==> config.mk <==
export PLATFORM = sky130hd
export DESIGN_NAME = usrt_tx_ctrl_flat
export DESIGN_NICKNAME = d
export VERILOG_FILES = /design/src/rtl/usrt_tx_ctrl_if.sv /design/src/rtl/usrt_tx_ctrl.sv /design/src/flat_wrapper.sv
export SDC_FILE = /design/constraint.sdc
export NUM_CORES = 1
export LEC_CHECK = 0
export CORE_UTILIZATION = 35
export DETAILED_ROUTE_END_ITERATION = 12
export GPL_ROUTABILITY_DRIVEN = 0
export PLACE_DENSITY = 0.65
export RECOVER_POWER = 25
export SYNTH_ARGS = -nofsm -noshare
export SYNTH_HDL_FRONTEND = slang
export SYNTH_SLANG_ARGS = --single-unit
==> constraint.sdc <==
create_clock -name clk -period 2.05 [get_ports clk]
set_input_delay 0.41 -clock clk [delete_from_list [all_inputs] [get_ports clk]]
set_output_delay 0.41 -clock clk [all_outputs]
set_load 0.05 [all_outputs]
==> src/rtl/usrt_tx_ctrl_if.sv <==
// USRT transmit control bus: request/data from the host side, serial line
// and frame-position status back from the sequencer.
interface usrt_tx_ctrl_if #(
    parameter int DATA_W = 8
);
    logic              start;
    logic [DATA_W-1:0] din;
    logic              par_en;
    logic              en_usrt;
    logic              cts;
    logic              rts;
    logic              txd;
    logic              busy;
    logic              done;
    logic [5:0]        cout;
    logic              max;

    modport master (
        output start, din, par_en, en_usrt, cts,
        input  rts, txd, busy, done, cout, max
    );

    modport slave (
        input  start, din, par_en, en_usrt, cts,
        output rts, txd, busy, done, cout, max
    );
endinterface

==> src/rtl/usrt_tx_ctrl.sv <==
// USRT transmit sequencer: start bit, DATA_W data bits LSB first, optional
// parity, STOP_BITS stop bits; paced by en_usrt, gated by cts before the start bit.
module usrt_tx_ctrl #(
    parameter int DATA_W    = 8,
    parameter int STOP_BITS = 1,
    parameter int PAR_ODD   = 0
) (
    input  logic           clk,
    input  logic           rst,
    usrt_tx_ctrl_if.slave  bus
);
    localparam logic [2:0] IDLE     = 3'd0;
    localparam logic [2:0] WAIT_CTS = 3'd1;
    localparam logic [2:0] START_B  = 3'd2;
    localparam logic [2:0] DATA     = 3'd3;
    localparam logic [2:0] PARITY   = 3'd4;
    localparam logic [2:0] STOP     = 3'd5;

    localparam logic [5:0] LAST_D = 6'(DATA_W - 1);
    localparam logic [5:0] LAST_S = 6'(STOP_BITS - 1);
    localparam logic       ODD    = (PAR_ODD != 0);

    logic [2:0]        state;
    logic [DATA_W-1:0] shreg;
    logic              par_bit;
    logic              par_en_q;
    logic              txd_q;
    logic              rts_q;
    logic              done_q;
    logic [5:0]        cout;

    always_ff @(posedge clk) begin
        if (!rst) begin
            state    <= IDLE;
            shreg    <= '0;
            par_bit  <= 1'b0;
            par_en_q <= 1'b0;
            txd_q    <= 1'b1;
            rts_q    <= 1'b0;
            done_q   <= 1'b0;
            cout     <= '0;
        end else begin
            done_q <= 1'b0;
            case (state)
                IDLE: begin
                    if (bus.start) begin
                        shreg    <= bus.din;
                        par_en_q <= bus.par_en;
                        par_bit  <= (^bus.din) ^ ODD;
                        rts_q    <= 1'b1;
                        state    <= WAIT_CTS;
                    end
                end
                WAIT_CTS: begin
                    if (bus.en_usrt && bus.cts) begin
                        txd_q <= 1'b0;
                        state <= START_B;
                    end
                end
                // shreg[0] always holds the next data bit to launch
                START_B: begin
                    if (bus.en_usrt) begin
                        txd_q <= shreg[0];
                        shreg <= shreg >> 1;
                        cout  <= '0;
                        state <= DATA;
                    end
                end
                DATA: begin
                    if (bus.en_usrt) begin
                        if (cout == LAST_D) begin
                            cout <= '0;
                            if (par_en_q) begin
                                txd_q <= par_bit;
                                state <= PARITY;
                            end else begin
                                txd_q <= 1'b1;
                                state <= STOP;
                            end
                        end else begin
                            txd_q <= shreg[0];
                            shreg <= shreg >> 1;
                            cout  <= cout + 6'd1;
                        end
                    end
                end
                PARITY: begin
                    if (bus.en_usrt) begin
                        txd_q <= 1'b1;
                        cout  <= '0;
                        state <= STOP;
                    end
                end
                STOP: begin
                    if (bus.en_usrt) begin
                        if (cout == LAST_S) begin
                            done_q <= 1'b1;
                            rts_q  <= 1'b0;
                            cout   <= '0;
                            state  <= IDLE;
                        end else begin
                            cout <= cout + 6'd1;
                        end
                    end
                end
                default: state <= IDLE;
            endcase
        end
    end

    assign bus.txd  = txd_q;
    assign bus.rts  = rts_q;
    assign bus.done = done_q;
    assign bus.cout = cout;
    assign bus.busy = (state != IDLE);
    assign bus.max  = (state == DATA) && (cout == LAST_D);
endmodule

==> src/flat_wrapper.sv <==
// flat-port wrapper written by rule: the top's interface ports become plain ports
module usrt_tx_ctrl_flat 
#(
    parameter int DATA_W    = 8,
    parameter int STOP_BITS = 1,
    parameter int PAR_ODD   = 0
)
  (clk, rst, bus_start, bus_din, bus_par_en, bus_en_usrt, bus_cts, bus_rts, bus_txd, bus_busy, bus_done, bus_cout, bus_max);
  usrt_tx_ctrl_if #(.DATA_W(DATA_W)) bus_i ();
  input  logic clk;
  input  logic rst;
  input wire logic [$bits(bus_i.start)-1:0] bus_start;
  input wire logic [$bits(bus_i.din)-1:0] bus_din;
  input wire logic [$bits(bus_i.par_en)-1:0] bus_par_en;
  input wire logic [$bits(bus_i.en_usrt)-1:0] bus_en_usrt;
  input wire logic [$bits(bus_i.cts)-1:0] bus_cts;
  output wire logic [$bits(bus_i.rts)-1:0] bus_rts;
  output wire logic [$bits(bus_i.txd)-1:0] bus_txd;
  output wire logic [$bits(bus_i.busy)-1:0] bus_busy;
  output wire logic [$bits(bus_i.done)-1:0] bus_done;
  output wire logic [$bits(bus_i.cout)-1:0] bus_cout;
  output wire logic [$bits(bus_i.max)-1:0] bus_max;
  assign bus_i.start = bus_start;
  assign bus_i.din = bus_din;
  assign bus_i.par_en = bus_par_en;
  assign bus_i.en_usrt = bus_en_usrt;
  assign bus_i.cts = bus_cts;
  assign bus_rts = bus_i.rts;
  assign bus_txd = bus_i.txd;
  assign bus_busy = bus_i.busy;
  assign bus_done = bus_i.done;
  assign bus_cout = bus_i.cout;
  assign bus_max = bus_i.max;
  usrt_tx_ctrl #(.DATA_W(DATA_W), .STOP_BITS(STOP_BITS), .PAR_ODD(PAR_ODD)) u_core (.clk(clk), .rst(rst), .bus(bus_i));
endmodule
==> flow_metrics.env <==
export IMPL_drt_iter0_drc=84
export IMPL_path_clk_slew_ns=0.09
export IMPL_dieArea_um2=4030
export IMPL_vias=1230
export IMPL_hpwl_um=2210
export IMPL_p_per_area_nw_per_um2=654
export IMPL_startpoint="u_core.bus.cout[2]"
export IMPL_grt_first_pass_wirelength_um=5040
export IMPL_max_stage_delay_ns=0.79
export IMPL_power_frac_seq_pct=42.5
export IMPL_fmax_mhz=511
export IMPL_cts_sinks=22
export IMPL_finalMaxSlewViolations=0
export IMPL_hold_class="flip-flop to flip-flop"
export IMPL_path_cells="buf_4 -> clkdlybuf4s50_1"
export IMPL_port_buffers=24
export IMPL_antenna_left=0
export IMPL_combPwrFrac_pct=21.9
export IMPL_met3_length_um=122
export IMPL_ff_latch_area_um2=443
export IMPL_ys_seq_elements=22
export IMPL_drc=0
export IMPL_switching_share_pct=26.2
export IMPL_grt_use_total_pct=15.4
export IMPL_antenna_found_initial=0
export IMPL_routed_top_layer="met4"
export IMPL_first_global_vias=1168
export IMPL_crit_required_ns=1.64
export IMPL_slew_headroom_pct=61.5
export IMPL_async_flop_share_pct=0
export IMPL_start_kind="flip-flop"
export IMPL_die_h_um=63.5
export IMPL_p_total_uw=1140
export IMPL_endpoint_kind="output pin"
export IMPL_wl_um=2930
export IMPL_wl_per_cell_um=12.8
export IMPL_n_antenna_cell=0
export IMPL_status="completed"
export IMPL_drive_gt1_share_pct=16.5
export IMPL_p_clk_share_pct=35.6
export IMPL_drv_cap=0
export IMPL_wl_met2_um=1410
export IMPL_hold_start="u_core.shreg[1]"
export IMPL_peakVddDrop_v=0.000303
export IMPL_p_sw_uw=299
export IMPL_ys_warn_count=0
export IMPL_synth_seq_area_share_pct=33.3
export IMPL_firstDrtPassIters=5
export IMPL_core_area_um2=3470
export IMPL_m1WireLength_um=1360
export IMPL_area_growth_pct=32.2
export IMPL_hold_viol=0
export IMPL_synthesis_area_um2=1320
export IMPL_r2r_start="u_core.state[1]"
export IMPL_setup_viol=0
export IMPL_skew_ns=0.00932
export IMPL_cts_tree="yes"
export IMPL_layout_min_cycle_time_ns=1.96
export IMPL_die_w_um=63.5
export IMPL_insertion_delay_ns=0.27
export IMPL_synth_flop_cell="dfxtp_1"
export IMPL_p_leak_uw=0.000687
export IMPL_synth_cells=154
export IMPL_start_util_pct=38.2
export IMPL_fillCellCount=360
export IMPL_fin_crit_sh_pct=95.4
export IMPL_worst_path_max_delay_cell="clkdlybuf4s50_1"
export IMPL_cts_hold_buffers_added=0
export IMPL_grt_start_max_net_pins=18
export IMPL_synth_avg_cell_area_um2=8.60
export IMPL_synth_distinct_cells=42
export IMPL_htree_levels=1
export IMPL_intPower_uw=845
export IMPL_multiInputGateArea_um2=830
export IMPL_cts_buffers=3
export IMPL_ios=25
export IMPL_rows=21
export IMPL_arrival_ns=1.55
export IMPL_synth_edf_count=0
export IMPL_postCtsSetupBuffers=0
export IMPL_clk_root_buffer_cell="clkbuf_8"
export IMPL_routed_via_density=5.39
export IMPL_worstMarginPinSlew_ns=0.576
export IMPL_syn_nets=170
export IMPL_rsz0062_at_grt="false"
export IMPL_final_nets=199
export IMPL_worst_path_max_fanout=4
export IMPL_cts_buffer_depth=2
export IMPL_utilization_pct=50.5
export IMPL_path_class="flip-flop to output pin"
export IMPL_grt_ovfl_total=0
## worst max-delay path, delay by kind of cell (launching register included)
kind | cells | cell delay (ns)
buffers and inverters | 2 | 0.93
flip-flops | 1 | 0.35
## layout by cell type, fill, tap and decap left out, types with 2 or more instances in the layout
| cell type | count |
|---|---|
| clkbuf_8 | 3 |
| mux2i_1 | 10 |
| nand3_1 | 6 |
| nand2_1 | 21 |
| o31ai_1 | 2 |
| or4_1 | 2 |
| o21a_1 | 2 |
| nor3b_1 | 2 |
| nand2b_1 | 4 |
| dfxtp_1 | 20 |
| nor2b_1 | 3 |
| ha_1 | 2 |
| a21boi_0 | 4 |
| o21ai_0 | 4 |
| dfxtp_2 | 2 |
| clkdlybuf4s50_1 | 21 |
| buf_12 | 2 |
| inv_1 | 4 |
| xor2_1 | 2 |
| a31oi_1 | 2 |
| o2111ai_1 | 3 |
| xnor2_1 | 7 |
| a21oi_1 | 10 |
| buf_4 | 9 |
| nand4_1 | 2 |
| mux2_2 | 7 |
| nor2_1 | 5 |
## final timing paths
path	endpoint	slack, ns	depth (start not counted)
worst max-delay path	bus_cout[2]	0.09	2
worst min-delay path	u_core.shreg[1]	0.46	2
worst max register to register	u_core.state[0]	0.14	5
worst min register to register	u_core.shreg[1]	0.46	2
## sequential cells by signal, indices dropped and copies added (netlist names)
register,flops
u_core.par_bit,1
u_core.bus.rts,1
u_core.bus.cout,6
u_core.state,3
u_core.shreg,8
u_core.bus.txd,1
u_core.par_en_q,1
u_core.bus.done,1
## area by class of cell
cell class / instances / share of cell area [%]
inverters: 4 / 0.858
flip-flops and latches: 22 / 25.3
multi-input cells: 118 / 47.4
repair buffers: 34 / 19.1
well taps: 46 / 3.29
clock buffers: 3 / 2.36
clock inverters: 1 / 1.72
## logic make-up (layout without fill, tap and decap cells)
| family | count (synthesis) | in the layout | synth area share [%] |
|---|---|---|---|
| AOI/OAI and AO/OA | 36 | 36 | 18.3 |
| xor gates and xnor gates | 10 | 10 | 7.18 |
| adders and majority gates | 2 | 2 | 1.89 |
| buffers and inverters | 14 | 42 | 5.01 |
| DFF | 22 | 22 | 33.3 |
| muxes | 17 | 17 | 13.5 |
| and+or+nand+nor | 53 | 53 | 20.8 |
## metrics by stage
| stage | area, um2 | TNS [ns] | cells | setup WS (ns) | hold WS, ns |
|---|---|---|---|---|---|
| floorplan | 1330 | 0 | 154 | 0.151 | 0.436 |
| global placement | 1680 | -0.480 | 224 | -0.0561 | 0.442 |
| detailed placement | 1680 | -0.977 | 224 | -0.155 | 0.452 |
| CTS | 1750 | 0 | 228 | 0.0122 | 0.463 |
| global route | 1750 | 0 | 228 | 0.0119 | 0.492 |
| finish | 1750 | 0 | 228 | 0.0947 | 0.461 |
## cell usage after synthesis (2+ instances only)
| library cell | count | share of area [%] |
|---|---|---|
| a21boi_0 | 4 | 2.3 |
| a21oi_1 | 10 | 3.8 |
| a31oi_1 | 2 | 0.95 |
| buf_2 | 2 | 0.76 |
| clkbuf_1 | 6 | 1.7 |
| dfxtp_1 | 22 | 33 |
| ha_1 | 2 | 1.9 |
| inv_1 | 4 | 1.1 |
| mux2_2 | 7 | 6.0 |
| mux2i_1 | 10 | 7.6 |
| nand2_1 | 21 | 6.0 |
| nand2b_1 | 4 | 1.9 |
| nand3_1 | 7 | 2.6 |
| nand4_1 | 2 | 0.95 |
| nor2_1 | 6 | 1.7 |
| nor2b_1 | 3 | 1.4 |
| nor3b_1 | 2 | 1.1 |
| o2111ai_1 | 3 | 2.0 |
| o21a_1 | 2 | 1.1 |
| o21ai_0 | 4 | 1.5 |
| o31ai_1 | 2 | 1.1 |
| or4_1 | 2 | 1.1 |
| xnor2_1 | 7 | 4.6 |
| xor2_1 | 2 | 1.3 |
## per-layer routing
metal  vias up  global-route usage [%]
met5         -                       0
met4         0                    5.40
met2        30                    26.3
li1        606                       -
met3         4                    2.36
met1       590                    19.5
## power groups by stage
stage / Sequential [uW] / Clock, uW / Combinational [uW]
finish: 486 / 407 / 251
global route: 491 / 435 / 273
CTS: 486 / 419 / 256
detailed placement: 495 / 0 / 256
global placement: 495 / 0 / 250
floorplan: 494 / 0 / 170
## what timing repair did
action,CTS,global route
pin swaps,1,1
setup endpoints to repair,2,8
gates resized for setup,2,3
Note: power is estimated with default switching activity, not from simulation.
